### config.mk
export PLATFORM = sky130hd
export DESIGN_NAME = secded_rd_decoder
export DESIGN_NICKNAME = d
export VERILOG_FILES = /design/src/rtl/secded_rd_decoder.sv
export SDC_FILE = /design/constraint.sdc
export NUM_CORES = 1
export LEC_CHECK = 0
export BUFFER_PORTS_ARGS = -buffer_cell sky130_fd_sc_hd__clkbuf_2
export CORE_MARGIN = 4
export CORE_UTILIZATION = 59
export DETAILED_ROUTE_END_ITERATION = 10
export PLACE_DENSITY_LB_ADDON = 0.3
export SYNTH_ARGS = -nofsm -noshare
export SYNTH_HDL_FRONTEND = slang
export SYNTH_SLANG_ARGS = --single-unit
### constraint.sdc
create_clock -name clk -period 3.6 [get_ports clk]
set_input_delay 0.36 -clock clk [delete_from_list [all_inputs] [get_ports clk]]
set_output_delay 0.36 -clock clk [all_outputs]
set_load 0.02 [all_outputs]
### src/rtl/secded_rd_decoder.sv
`default_nettype none
// ============================================================================
// Module   : secded_rd_decoder
// Brief    : Hamming SECDED read-path decoder with a fixed-latency pipeline,
//            saturating SEC/DED counters and a sticky first-error address.
// Revision : 1.0 - initial release
// ============================================================================
module secded_rd_decoder #(
    parameter int D_W   = 32,
    parameter int A_W   = 2,
    parameter int P_W   = 6,
    parameter int C_W   = D_W + P_W + 1,
    parameter int LAT   = 2,
    parameter int CNT_W = 16
) (
    input  logic             clk,
    input  logic             rst,
    input  logic             rd_vld_i,
    input  logic [A_W-1:0]   rd_addr_i,
    input  logic [C_W-1:0]   rd_cw_i,
    input  logic             cnt_clr_i,
    output logic             rd_vld_o,
    output logic [A_W-1:0]   rd_addr_o,
    output logic [D_W-1:0]   rd_data_o,
    output logic [1:0]       rd_err_o,
    output logic [CNT_W-1:0] sec_cnt_o,
    output logic [CNT_W-1:0] ded_cnt_o,
    output logic [A_W-1:0]   err_addr_o,
    output logic             err_addr_vld_o
);

    localparam logic [1:0]       c_err_zero = 2'd0;
    localparam logic [1:0]       c_err_one  = 2'd1;
    localparam logic [1:0]       c_err_two  = 2'd2;
    localparam logic [P_W-1:0]   c_syn_max  = P_W'(C_W - 1);
    localparam logic [CNT_W-1:0] c_cnt_max  = '1;

    // Codeword index holding data bit d: the d-th non-power-of-two position.
    function automatic int f_data_pos(input int d);
        int k;
        int pos;
        k   = 0;
        pos = 0;
        for (int i = 1; i < C_W; i++) begin
            if ((i & (i - 1)) != 0) begin
                if (k == d) pos = i;
                k++;
            end
        end
        return pos;
    endfunction

    logic [P_W-1:0] w_syn;
    logic           w_par;
    logic [C_W-1:0] w_flip;
    logic [C_W-1:0] w_cw_fix;
    logic [1:0]     w_err;
    logic [D_W-1:0] w_data;

    always_comb begin
        w_syn = '0;
        for (int i = 1; i < C_W; i++) begin
            if (rd_cw_i[i]) w_syn = w_syn ^ P_W'(i);
        end
        w_par  = ^rd_cw_i;
        w_flip = '0;
        w_err  = c_err_zero;
        if (w_par) begin
            if (w_syn == '0) begin
                w_err = c_err_one;
            end else if (w_syn <= c_syn_max) begin
                w_err  = c_err_one;
                w_flip = C_W'(1) << w_syn;
            end else begin
                w_err = c_err_two;
            end
        end else if (w_syn != '0) begin
            w_err = c_err_two;
        end
        w_cw_fix = rd_cw_i ^ w_flip;
    end

    for (genvar gd = 0; gd < D_W; gd++) begin : g_extract
        localparam int c_pos = f_data_pos(gd);
        assign w_data[gd] = w_cw_fix[c_pos];
    end

    logic [LAT-1:0]           r_vld;
    logic [LAT-1:0][A_W-1:0]  r_addr;
    logic [LAT-1:0][D_W-1:0]  r_data;
    logic [LAT-1:0][1:0]      r_err;

    always_ff @(posedge clk) begin
        if (rst) begin
            r_vld  <= '0;
            r_addr <= '0;
            r_data <= '0;
            r_err  <= '0;
        end else begin
            r_vld[0] <= rd_vld_i;
            if (rd_vld_i) begin
                r_addr[0] <= rd_addr_i;
                r_data[0] <= w_data;
                r_err[0]  <= w_err;
            end
            for (int k = 1; k < LAT; k++) begin
                r_vld[k] <= r_vld[k-1];
                if (r_vld[k-1]) begin
                    r_addr[k] <= r_addr[k-1];
                    r_data[k] <= r_data[k-1];
                    r_err[k]  <= r_err[k-1];
                end
            end
        end
    end

    assign rd_vld_o  = r_vld[LAT-1];
    assign rd_addr_o = r_addr[LAT-1];
    assign rd_data_o = r_data[LAT-1];
    assign rd_err_o  = r_err[LAT-1];

    logic [CNT_W-1:0] r_sec_cnt;
    logic [CNT_W-1:0] r_ded_cnt;
    logic [A_W-1:0]   r_err_addr;
    logic             r_err_addr_vld;

    // Clear wins over a same-cycle output event, which is then lost.
    always_ff @(posedge clk) begin
        if (rst) begin
            r_sec_cnt      <= '0;
            r_ded_cnt      <= '0;
            r_err_addr     <= '0;
            r_err_addr_vld <= 1'b0;
        end else if (cnt_clr_i) begin
            r_sec_cnt      <= '0;
            r_ded_cnt      <= '0;
            r_err_addr_vld <= 1'b0;
        end else if (rd_vld_o && (rd_err_o != c_err_zero)) begin
            if (rd_err_o == c_err_one && r_sec_cnt != c_cnt_max) r_sec_cnt <= r_sec_cnt + 1'b1;
            if (rd_err_o == c_err_two && r_ded_cnt != c_cnt_max) r_ded_cnt <= r_ded_cnt + 1'b1;
            if (!r_err_addr_vld) begin
                r_err_addr     <= rd_addr_o;
                r_err_addr_vld <= 1'b1;
            end
        end
    end

    assign sec_cnt_o      = r_sec_cnt;
    assign ded_cnt_o      = r_ded_cnt;
    assign err_addr_o     = r_err_addr;
    assign err_addr_vld_o = r_err_addr_vld;

endmodule
`default_nettype wire

* Word level (Yosys, flattened, before mapping)
Index checks and enable logic that the tools add are counted.
** Storage, ports and cells
- Register bits after elaboration :: 109
- Input bits :: 45
- Output and inout bits :: 72
- Word-level logic and storage cells :: 115
** Cells by class
- $add $sub $neg :: 2
- Magnitude comparators :: 1
- Equality and inequality tests :: 4
- Shift-type cells :: 1
- Multiplexer cells :: 45
- Bitwise operators :: 40
- Reductions and logical operators :: 11
** Operator list (count)
- 2-to-1 mux 39 bit :: 3
- 2-to-1 mux 5 bit :: 16
- 2-to-1 mux 6 bit :: 7
- NOT 3 bit :: 13
- parity 39 bit :: 1
- << shifter 1 x 6 -> 39 bit (first input constant) :: 1
- bitwise XOR 39 bit :: 1
- adder 16 x 1 -> 16 bit (second input constant) :: 2
- 2-to-1 mux 4 bit :: 8
- inequality test 16 bit (second input constant) :: 2
- NOT 2 bit :: 13
- NOT 4 bit :: 5
- 2-to-1 mux 2 bit :: 6
- 2-to-1 mux 3 bit :: 4
- <= comparator 6 bit (second input constant) :: 1
- logical NOT 6 bit :: 1
- nonzero test 6 bit :: 1
- NOT 1 bit (first input constant) :: 5
- NOT 5 bit :: 1
- AND reduction 2 bit :: 2
- logical AND 1 bit :: 3
- AND reduction 3 bit :: 1
- equality test 2 x 1 -> 1 bit (second input constant) :: 1
- equality test 2 bit (second input constant) :: 1
- other kinds (4) :: 5

* Longest topological paths before layout
Gate-level depths: netlist (run 1).
- Depth in word-level cells :: 75
- Gate-level depth with buffers :: 9
- Gate-level depth less buffers :: 8

* Worst setup path before layout (run 1)
Ideal clock, no wire load.
- Path kind :: input -> register
- From :: input port rd_cw_i[30]
- To :: register r_data[15] in the netlist's numbering
- Library setup time :: 0.091 ns
- Arrival :: 2.314 ns
- Data required time :: 3.509 ns
- Setup slack :: 1.195 ns
- Cell stages on the path :: 7
- Path buffers :: 0
- Cell sequence :: xnor2_1 > xnor2_2 > xnor3_2 > xnor2_2 > o2111ai_1 > or3_1 > a311oi_1
** On the way
- Longest elaborated chain between the ends :: 18
- Elaborated cells on any way between the ends :: 23
- Classes of those cells :: order compare (1); shift (1); mux (12); bitwise (7); reduce/logical (2)
** RTL lines
- start, declared :: RTL line 20 : input logic [C_W-1:0] rd_cw_i,
- 2-to-1 mux 5 bit :: RTL line 63 : if (rd_cw_i[i]) w_syn = w_syn ^ P_W'(i);
- NOT 5 bit (no source line)
- 2-to-1 mux 5 bit :: RTL line 63
- 2-to-1 mux 6 bit (2 in series) :: RTL line 63
- NOT 2 bit (no source line) or 2-to-1 mux 6 bit (tied branches)
- 2-to-1 mux 6 bit :: RTL line 63
- NOT 3 bit (no source line) or NOT 2 bit (tied branches)
- 2-to-1 mux 6 bit :: RTL line 63
- 2-to-1 mux 6 bit or NOT 3 bit (tied branches)
- 2-to-1 mux 6 bit :: RTL line 63
- NOT 3 bit (no source line)
- 2-to-1 mux 6 bit :: RTL line 63
- <= comparator 6 bit or << shifter 1 x 6 -> 39 bit (tied branches) :: RTL line 71, 73
- 2-to-1 mux 39 bit :: RTL line 71 : end else if (w_syn <= c_syn_max) begin
- 2-to-1 mux 39 bit :: RTL line 69 : if (w_syn == '0) begin
- 2-to-1 mux 39 bit (*) :: RTL line 68 : if (w_par) begin
- bitwise XOR 39 bit (*) :: RTL line 80 : w_cw_fix = rd_cw_i ^ w_flip;
- end signal, assigned by index :: RTL line 110 : r_data[k] <= r_data[k-1];
- end, declared :: RTL line 90 : logic [LAT-1:0][D_W-1:0] r_data;
Every way passes the cells marked *; elsewhere a longest branch is shown, timed or not.
A chain may end at the register's enable or synchronous reset.

* Worst setup path after layout (run 1)
Same ends and word-level chain as after synthesis.

==> results of run 1 <==
area by class of cell:
cell class	count	area [µm²]
multi-input combinational	442	3100
inverter	6	22.5
timing repair buffer	118	596
clock buffer	9	124
fill	798	3040
tap	129	161
sequential	109	2180
clock inverter	7	108
logic make-up after synthesis:
kind of cell | after synthesis | synth area share
simple gates | 207 | 0.175
fa+ha+maj | 2 | 0.00440
xor+xnor | 97 | 0.176
flops | 109 | 0.384
mux | 42 | 0.0740
compound gates | 94 | 0.115
buf+inv | 72 | 0.0713
worst register-to-register path: cells and delay by family (launching register included):
kind | cells | cell delay, ns
AND/OR/NAND/NOR | 5 | 1.04
AO/OA/AOI/OAI | 1 | 0.48
XOR/XNOR | 1 | 0.15
flip-flops | 1 | 0.35
per-layer routing:
metal  global-route usage  up-vias  routed length, µm  part of all wire
li1                     -     2279                  -                 -
met1                0.287     2081               5470              0.44
met2                0.359      140               5830              0.47
met3               0.0413       24                779             0.063
met4               0.0851        0                280             0.023
met5                    0        -                  0                 0
power groups by stage:
stage | registers [W] | clock network [W] | logic [W]
3_3_place_gp | 0.00133 | 0 | 0.000957
5_1_grt | 0.00131 | 0.000913 | 0.00108
3_5_place_dp | 0.00133 | 0 | 0.000993
4_1_cts | 0.00131 | 0.000864 | 0.000997
2_1_floorplan | 0.00131 | 0 | 0.000802
6_report | 0.00130 | 0.000834 | 0.00100
path summary, 6_finish.rpt:
path,from,end,slack (ns),cells after the start
worst min-delay path,rd_addr_i[0],r_addr[0]$_SDFFE_PP0P_,0.23,3
worst min register to register,err_addr_vld_o$_SDFFE_PP0P_,err_addr_vld_o$_SDFFE_PP0P_,0.47,2
worst max-delay path,rd_cw_i[30],r_data[15]$_SDFFE_PP0P_,1.02,8
worst max register to register,sec_cnt_o[9]$_SDFFE_PP0P_,sec_cnt_o[15]$_SDFFE_PP0P_,1.46,7
layout by cell type, fill, tap and decap left out, types with 3 or more instances in the layout:
cell	instances
clkbuf_2	116
nor2_1	108
dfxtp_1	108
xnor2_1	61
mux2i_1	42
o21ai_0	40
or3_1	38
a311oi_1	32
xor2_1	20
nand2_1	14
xnor2_2	10
nor3_1	10
nand3_1	10
clkbuf_8	9
o2111ai_1	8
and4_1	7
a21oi_1	7
inv_1	6
nand4_1	6
and3_1	3
metrics by stage:
step	hold slack [ns]	setup WS [ns]	utilization
3_3_place_gp	0.441	0.740	0.649
2_1_floorplan	0.435	1.20	-
3_5_place_dp	0.457	0.651	0.649
4_1_cts	0.214	1.05	0.674
6_report	0.235	1.02	0.674
5_1_grt	0.226	0.864	0.674
state kept, by name, indices dropped and copies added (netlist names):
| name | count |
|---|---|
| rd_addr_o | 2 |
| rd_data_o | 32 |
| r_err | 2 |
| sec_cnt_o | 16 |
| err_addr_o | 2 |
| r_addr | 2 |
| ded_cnt_o | 16 |
| r_vld | 2 |
| err_addr_vld_o | 1 |
| rd_err_o | 2 |
| r_data | 32 |
==> impl_results.md, run 1 <==
* Status: finished, final reports clean
* # rows at 35
* Placed insts at 804
* CP arrival at 2.86 ns
* Comb power frac at 0.319
* Root Buffer Master: clkbuf_8
* CP Cell Sequence: clkbuf_2 -> xnor2_1 -> xnor2_2 -> xnor3_2 -> xnor2_2 -> o2111ai_1 -> or3_1 -> a311oi_1
* Buf/Inv on CP at 1
* Switching share of power at 0.355
* Mean Syn Cell Area at 9.12 µm²
* Initial antenna violation count at 0
* Delay-heaviest family, CP: XOR/XNOR gates
* Avg Vias per Cell at 5.52
* Worst-Skew Late Latency at 0.36 ns
* GP Congestion at 0.866
* Slew @ Worst Pin at 1.16 ns
* Post-Syn Nets at 670
* CP endpoint kind: flop
* Peak Freq at 387 MHz
* Drt wl/cell at 15.1 µm
* Count leader, synth: dfxtp_1
* Crit-path slowest cell: xnor3_2
* CP max stage delay at 0.52 ns
* Grt ovf at 0
* Synth area leaders: dfxtp_1 (38%), xnor2_1 (9.4%), mux2i_1 (7.4%)
* CTS clk-pin slew, worst paths at 0.11 ns
* Internal at 0.00203 W
* Pin count of the biggest net entering global routing at 47
* Final setup vio count at 0
* Post-synth EDFFs at 0
* Overall Global Routing Usage at 0.219
* ANT nets after route at 0
* Synth area leader: dfxtp_1
* Post-synthesis sequential area ratio at 0.384
* Nets at 733
* Unique masters post-synth at 43
* Part of the power in registers at 0.415
* Netlist Area Pre-Place at 5680 µm²
* Clock Power Share at 0.266
* Critical path type: in -> reg
* Total CTS buffers at 9
* Initial core utilization at 0.609
* Post-CTS setup buffers at 0
* CP max FO at 8
* Fin. Hold Viols at 0
* DP Wirelength at 9.09 mm
* VDD IR max at 0.000403 V
* Port bufs at 116
* Fin Clk Skew at 0.00976 ns
* Total number of vias at 4524
* Sw power at 0.00111 W
* Seq cells post-synth at 109
* Period minus WS final at 2.58 ns
* Startpoint types: primary input
* Initial DRC count at 276
* Synth Warn # at 0
* Global-route wire length before repair at 20.4 mm
* Setup TNS at 0 ns
* Routed wire length at 12.4 mm
* Die height at 106 µm
* CTS tree: built
* Tcrit/Tclk final at 0.717
* Pwr Total at 0.00314 W
* Synthesis-to-layout area growth at 10.7%
* Final instance area at 6290 µm²
* Main synth FF type: dfxtp_1
* Placed Area at 6060 µm²
* DRC Markers at 0
* Worst hold path type: in -> reg
* Leak Pwr at 2.42 nW
* Fraction of layout cells with a size suffix above 1 at 0.221
* Synthesized instance count at 623
* Synth top area share at 0.384
* H-tree lvl count at 3
* Cts repair resizes at 0
* Vias in the first global route at 4252
* RSZ-0062 raised after global routing: no
* Synth async-reset ratio at 0
* Synth top cells by count: dfxtp_1 (109), nor2_1 (108), xnor2_1 (61)
* Max-slew violations at 0
* CTS max path bufs at 2
* Final Non-Filler Cells at 820
* Core area at 9330 µm²
* Max-cap violations at 0
* ANT cells at 0
* Hold buffer count at cts at 0
* Rel. slew slack at 0.225
* Die Wd at 106 µm
* CP most frequent cell: xnor2_2
* Pwr/cell area at 499 nW/µm²
* Clock Sinks at 109
* Pre-Repair DR Iteration Count at 5
* Die area at 11300 µm²
* WP data required at 3.88 ns
* # IOs at 117
No activity file was read; power rests on OpenSTA's default activity.
==> inputs of run 2 (changes only) <==
--- a/config.mk
+++ b/config.mk
@@ -7,7 +7,7 @@
 export LEC_CHECK = 0
 export BUFFER_PORTS_ARGS = -buffer_cell sky130_fd_sc_hd__clkbuf_2
 export CORE_MARGIN = 4
-export CORE_UTILIZATION = 59
+export CORE_UTILIZATION = 55
 export DETAILED_ROUTE_END_ITERATION = 10
 export PLACE_DENSITY_LB_ADDON = 0.3
 export SYNTH_ARGS = -nofsm -noshare
==> constraint.sdc (replaced) <==
create_clock -name clk -period 2.4 [get_ports clk]
set_input_delay 0.24 -clock clk [delete_from_list [all_inputs] [get_ports clk]]
set_output_delay 0.24 -clock clk [all_outputs]
set_load 0.02 [all_outputs]
==> impl_results.md, run 2 (synthesized netlist as in run 1, its figures left out) <==
* Status: finished, final reports clean (unchanged)
* Hold path cells at 3 (unchanged)
* Die height at 110 µm (was 106 µm)
* Leak Pwr at 2.70 nW (was 2.42 nW)
* Drt wl/cell at 14.8 µm (was 15.1 µm)
* Post-CTS setup buffers at 0 (unchanged)
* Switching share of power at 0.341 (was 0.355)
* Slew @ Worst Pin at 0.609 ns (was 1.16 ns)
* Fraction of layout cells with a size suffix above 1 at 0.282 (was 0.221)
* Reg-to-reg slack, setup at 0.51 ns (was 1.46 ns)
* Worst-Skew Late Latency at 0.38 ns (was 0.36 ns)
* Max-cap violations at 0 (unchanged)
* Routed wire length at 13.0 mm (was 12.4 mm)
* # rows at 36 (was 35)
* Core area at 9910 µm² (was 9330 µm²)
* Initial core utilization at 0.573 (was 0.609)
* R2R Path End: ded_cnt_o[15]$_SDFFE_PP0P_ (was sec_cnt_o[15]$_SDFFE_PP0P_)
* Final setup vio count at 0 (unchanged)
* Global-route wire length before repair at 21.5 mm (was 20.4 mm)
* Vias in the first global route at 4630 (was 4252)
* Synthesis-to-layout area growth at 19.1% (was 10.7%)
* CTS max path bufs at 2 (unchanged)
* Final core occ at 0.683 (was 0.674)
* Port bufs at 116 (unchanged)
* Fin Clk Skew at 0.0131 ns (was 0.00976 ns)
* Max-slew violations at 0 (unchanged)
* Final Non-Filler Cells at 879 (was 820)
* Hold buffer count at cts at 0 (unchanged)
* Nets at 788 (was 733)
* Setup TNS at 0 ns (unchanged)
* Fin. Hold Viols at 0 (unchanged)
* Overall Global Routing Usage at 0.224 (was 0.219)
* CP most frequent cell: xnor2_2 (unchanged)
* Internal at 0.00343 W (was 0.00203 W)
* Sw power at 0.00177 W (was 0.00111 W)
* Root Buffer Master: clkbuf_8 (unchanged)
* Avg Vias per Cell at 5.43 (was 5.52)
* CTS clk-pin slew, worst paths at 0.11 ns (about the same)
* CP max stage delay at 0.49 ns (was 0.52 ns)
* CP Cell Sequence: clkbuf_2 -> xnor2_1 -> xnor2_2 -> xnor3_2 -> xnor2_2 -> o2111ai_1 -> or3_1 -> a311oi_1 (unchanged)
* Part of the power in registers at 0.374 (was 0.415)
* # IOs at 117 (unchanged)
* DRC Markers at 0 (unchanged)
* Pre-Repair DR Iteration Count at 4 (was 5)
* ANT nets after route at 0 (unchanged)
* Initial DRC count at 380 (was 276)
* Hold_sp: rd_addr_i[0] (unchanged)
* Final hold slack at 0.106 ns (was 0.235 ns)
* Total CTS buffers at 9 (unchanged)
* Leading cell type in the layout, fill and taps excluded: clkbuf_2 (unchanged)
* Commonest cells after routing, fill and taps aside: clkbuf_2 (116), nor2_1 (108), dfxtp_1 (108), xnor2_1 (61), buf_4 (55) (was clkbuf_2 (116), nor2_1 (108), dfxtp_1 (108), xnor2_1 (61), mux2i_1 (42))
* Hold Path Sink: r_addr[0]$_SDFFE_PP0P_ (unchanged)
* Clock Power Share at 0.263 (was 0.266)
* Total number of vias at 4770 (was 4524)
* DP Wirelength at 9.88 mm (was 9.09 mm)
* ANT cells at 0 (unchanged)
* Crit-path slowest cell: xnor3_2 (unchanged)
* Pin count of the biggest net entering global routing at 36 (was 47)
* RSZ-0062 raised after global routing: yes (was no)
* Peak Freq at 429 MHz
* Grt ovf at 0 (unchanged)
* Comb power frac at 0.363 (was 0.319)
* Critical path type: in -> reg (unchanged)
* CTS tree: built (unchanged)
* Startpoint types: primary input (unchanged)
* H-tree lvl count at 3 (unchanged)
* Placed insts at 863 (was 804)
* CP arrival at 2.61 ns (was 2.86 ns)
* Die area at 12000 µm² (was 11300 µm²)
* Period minus WS final at 2.33 ns
* GP Congestion at 0.892 (was 0.866)
* CP max FO at 8 (unchanged)
* Worst hold path type: in -> reg (unchanged)
* Pwr/cell area at 769 nW/µm² (was 499 nW/µm²)
* Tcrit/Tclk final at 0.971
* Initial antenna violation count at 0 (unchanged)
* Rel. slew slack at 0.594 (was 0.225)
* FF-to-FF Start: ded_cnt_o[7]$_SDFFE_PP0P_ (was sec_cnt_o[9]$_SDFFE_PP0P_)
* CP endpoint kind: flop (unchanged)
* VDD IR max at 0.000596 V (was 0.000403 V)
* WP data required at 2.68 ns (was 3.88 ns)
* Clock Sinks at 109 (unchanged)
* Reg2Reg Depth at 6 (was 7)
* Die Wd at 110 µm (was 106 µm)
## run 2: cell count changes in the layout (fill, tap and decap cells not counted), sizes merged
| cell | change |
|---|---|
| clkbuf | +1 |
| clkinv | -1 |
| clkinvlp | -1 |
| buf | +55 |
| bufinv | +1 |
## run 2: final cells by class
cell class              instances  area, µm²
repair buffers                173       1030
flip-flops and latches        109       2180
clock inverters                 6        116
well taps                     133        166
inverters                       6       22.5
multi-input cells             442       3110
clock buffers                  10        138
fillers                       846       3140
## run 2: per-stage QoR
stage	worst slack [ns]	instance area (µm²)	total power (W)
after floorplan	0.115	5680	0.00317
after detailed placement	-0.320	6500	0.00384
after global routing	-0.0555	6770	0.00547
final	0.0703	6770	0.00521
after CTS	0.0497	6760	0.00520
after global placement	-0.193	6500	0.00378
## run 2: how the worst max path moves through the flow
stage | slack, ns | to | startpoint
finish | 0.07 | r_data[15]$_SDFFE_PP0P_ | rd_cw_i[30]
global route | -0.06 | r_data[18]$_SDFFE_PP0P_ | rd_cw_i[13]
CTS | 0.05 | r_data[25]$_SDFFE_PP0P_ | rd_cw_i[30]
detailed placement | -0.32 | r_data[22]$_SDFFE_PP0P_ | rd_cw_i[30]
global placement | -0.19 | r_data[24]$_SDFFE_PP0P_ | rd_cw_i[30]
floorplan | 0.12 | r_data[15]$_SDFFE_PP0P_ | rd_cw_i[30]
## run 2: per-layer routing
metal | GRT usage | share of wire
met1 | 0.290 | 0.45
met4 | 0.0801 | 0.020
met5 | 0 | 0
met3 | 0.0317 | 0.047
met2 | 0.380 | 0.48
## run 2: critical path, delay by kind of cell
| kind | cells | cell delay, ns |
|---|---|---|
| xor gates and xnor gates | 4 | 1.26 |
| AOI/OAI and AO/OA | 2 | 0.57 |
| and+or+nand+nor | 1 | 0.40 |
| buffers and inverters | 1 | 0.12 |
## run 2: repair_timing
item | CTS | global route
setup endpoints to repair | 0 | 7
gates resized for setup | 0 | 2
hold endpoints to repair | 0 | 0
## run 2: power by group through the flow
| stage | registers, W | clock network, W | logic, W |
|---|---|---|---|
| 4_1_cts | 0.00195 | 0.00139 | 0.00186 |
| 2_1_floorplan | 0.00197 | 0 | 0.00120 |
| 5_1_grt | 0.00196 | 0.00146 | 0.00205 |
| 3_3_place_gp | 0.00199 | 0 | 0.00180 |
| 3_5_place_dp | 0.00199 | 0 | 0.00185 |
| 6_report | 0.00195 | 0.00137 | 0.00189 |
==> inputs of run 3 (changes only) <==
--- a/config.mk
+++ b/config.mk
@@ -10,6 +10,7 @@
 export CORE_UTILIZATION = 55
 export DETAILED_ROUTE_END_ITERATION = 10
 export PLACE_DENSITY_LB_ADDON = 0.3
+export RECOVER_POWER = 100
 export SYNTH_ARGS = -nofsm -noshare
 export SYNTH_HDL_FRONTEND = slang
 export SYNTH_SLANG_ARGS = --single-unit
==> impl_results.md, run 3 (synthesized netlist as in run 1, its figures left out) <==
* Drt wl/cell at 15.0 µm (was 14.8 µm)
* Leading cell type in the layout, fill and taps excluded: dfxtp_1 (was clkbuf_2)
* WP data required at 2.68 ns (about the same)
* Worst-Skew Late Latency at 0.38 ns (about the same)
* Initial core utilization at 0.573 (unchanged)
* Grt ovf at 0 (unchanged)
* Commonest cells after routing, fill and taps aside: dfxtp_1 (109), nor2_1 (108), clkbuf_1 (74), xnor2_1 (61), buf_4 (53) (was clkbuf_2 (116), nor2_1 (108), dfxtp_1 (108), xnor2_1 (61), buf_4 (55))
* # IOs at 117 (unchanged)
* Synthesis-to-layout area growth at 17.0% (was 19.1%)
* ANT nets after route at 0 (unchanged)
* Total number of vias at 4755 (was 4770)
* CP endpoint kind: flop (unchanged)
* Routed wire length at 13.1 mm (was 13.0 mm)
* Total CTS buffers at 9 (unchanged)
* Tcrit/Tclk final at 0.970 (was 0.971)
* Rel. slew slack at 0.270 (was 0.594)
* Met1 Use GR at 0.290 (unchanged)
* VDD IR max at 0.000593 V (was 0.000596 V)
* Clock Sinks at 109 (unchanged)
* Initial DRC count at 419 (was 380)
* Pre-Repair DR Iteration Count at 4 (unchanged)
* Core area at 9910 µm² (unchanged)
* GP Congestion at 0.892 (unchanged)
* Period minus WS final at 2.33 ns (about the same)
* Met3 global-route usage at 0.0317 (unchanged)
* Overall Global Routing Usage at 0.224 (unchanged)
* CP most frequent cell: xnor2_2 (unchanged)
* CP Cell Sequence: clkbuf_2 -> xnor2_1 -> xnor2_2 -> xnor3_2 -> xnor2_2 -> o2111ai_1 -> or3_1 -> a311oi_1 (unchanged)
* # rows at 36 (unchanged)
* CP max stage delay at 0.49 ns (about the same)
* GR peak layer: met2 (unchanged)
* Avg Vias per Cell at 5.41 (was 5.43)
* CP arrival at 2.61 ns (about the same)
* Max-slew violations at 0 (unchanged)
* Setup TNS at 0 ns (unchanged)
* RSZ-0062 raised after global routing: yes (unchanged)
* Max-cap violations at 0 (unchanged)
* Peak Freq at 429 MHz (about the same)
* Nets at 788 (unchanged)
* Worst hold path type: in -> reg (unchanged)
* Die area at 12000 µm² (unchanged)
* Buf/Inv on CP at 1 (unchanged)
* CP max FO at 8 (unchanged)
* CTS tree: built (unchanged)
* Port bufs at 116 (unchanged)
* Final setup vio count at 0 (unchanged)
* Crit-path slowest cell: xnor3_2 (unchanged)
* Initial antenna violation count at 0 (unchanged)
* Met2 track demand over resource at 0.380 (unchanged)
* H-tree lvl count at 3 (unchanged)
* DP Wirelength at 9.88 mm (unchanged)
* CTS max path bufs at 2 (unchanged)
* ANT cells at 0 (unchanged)
* Slew @ Worst Pin at 1.10 ns (was 0.609 ns)
* Status: finished, final reports clean (unchanged)
* Fin Clk Skew at 0.0121 ns (was 0.0131 ns)
* Fin. Hold Viols at 0 (unchanged)
* Vias in the first global route at 4630 (unchanged)
* Placed Area at 6500 µm² (unchanged)
* Root Buffer Master: clkbuf_8 (unchanged)
* Startpoint types: primary input (unchanged)
* Die height at 110 µm (unchanged)
* Pwr/cell area at 780 nW/µm² (was 769 nW/µm²)
* Global-route wire length before repair at 21.5 mm (unchanged)
* Leak Pwr at 2.44 nW (was 2.70 nW)
* DRC Markers at 0 (unchanged)
* Pin count of the biggest net entering global routing at 36 (unchanged)
* Delay-heaviest family, CP: XOR/XNOR gates (unchanged)
* Final instance area at 6650 µm² (was 6770 µm²)
* Fraction of layout cells with a size suffix above 1 at 0.177 (was 0.282)
* Hold buffer count at cts at 0 (unchanged)
* Critical path type: in -> reg (unchanged)
* Fill count at 892 (was 846)
* Die Wd at 110 µm (unchanged)
* CTS clk-pin slew, worst paths at 0.11 ns (about the same)
[run 3: final cells by class]
class,instances,area [µm²],share of cell area
Tap cell,133,166,0.0250
Inverter,6,22.5,0.00339
Clock inverter,6,116,0.0175
Clock buffer,10,138,0.0207
Sequential cell,109,2180,0.328
Multi-Input combinational cell,442,3100,0.467
Timing Repair Buffer,173,920,0.138
[run 3: what timing repair did]
item | 4_1_cts | 5_1_grt
gates resized for setup | 0 | 2
setup endpoints to repair | 0 | 7
buffers inserted | 0 | 0
[run 3: path summary, 6_finish.rpt]
kind,from,end,slack (ns),cells after the start
worst max register to register,r_vld[0]$_SDFF_PP0_,rd_data_o[23]$_SDFFE_PP0P_,0.30,3
worst min register to register,err_addr_vld_o$_SDFFE_PP0P_,err_addr_vld_o$_SDFFE_PP0P_,0.49,2
worst max-delay path,rd_cw_i[30],r_data[15]$_SDFFE_PP0P_,0.07,8
worst min-delay path,rd_addr_i[0],r_addr[0]$_SDFFE_PP0P_,0.11,3
[run 3: metal layers]
metal | wire length [µm] | vias up
met4 | 245 | 0
li1 | - | 2386
met3 | 719 | 20
met1 | 5860 | 2210
met2 | 6320 | 139
met5 | 0 | -
[run 3: per-stage QoR]
| stage | std cells | hold slack, ns | worst slack (ns) | util | power, W |
|---|---|---|---|---|---|
| CTS | 879 | 0.0936 | 0.0497 | 0.682 | 0.00520 |
| global placement | 863 | 0.442 | -0.193 | 0.656 | 0.00378 |
| detailed placement | 863 | 0.467 | -0.320 | 0.656 | 0.00384 |
| finish | 879 | 0.105 | 0.0709 | 0.671 | 0.00519 |
| global route | 879 | 0.109 | -0.0714 | 0.671 | 0.00545 |
| floorplan | 623 | 0.315 | 0.115 | - | 0.00317 |
[run 3: power breakdown]
| part | switching (W) | internal (W) |
|---|---|---|
| combinational | 0.00107 | 0.000797 |
| clock | 0.000637 | 0.000731 |
| sequential | 0.0000551 | 0.00189 |
[run 3: worst register-to-register path, stage by stage (launching register included)]
cell and delay [ns]:
dfxtp_1 0.94, clkbuf_2 0.70, mux2i_1 0.30, nor2_1 0.05
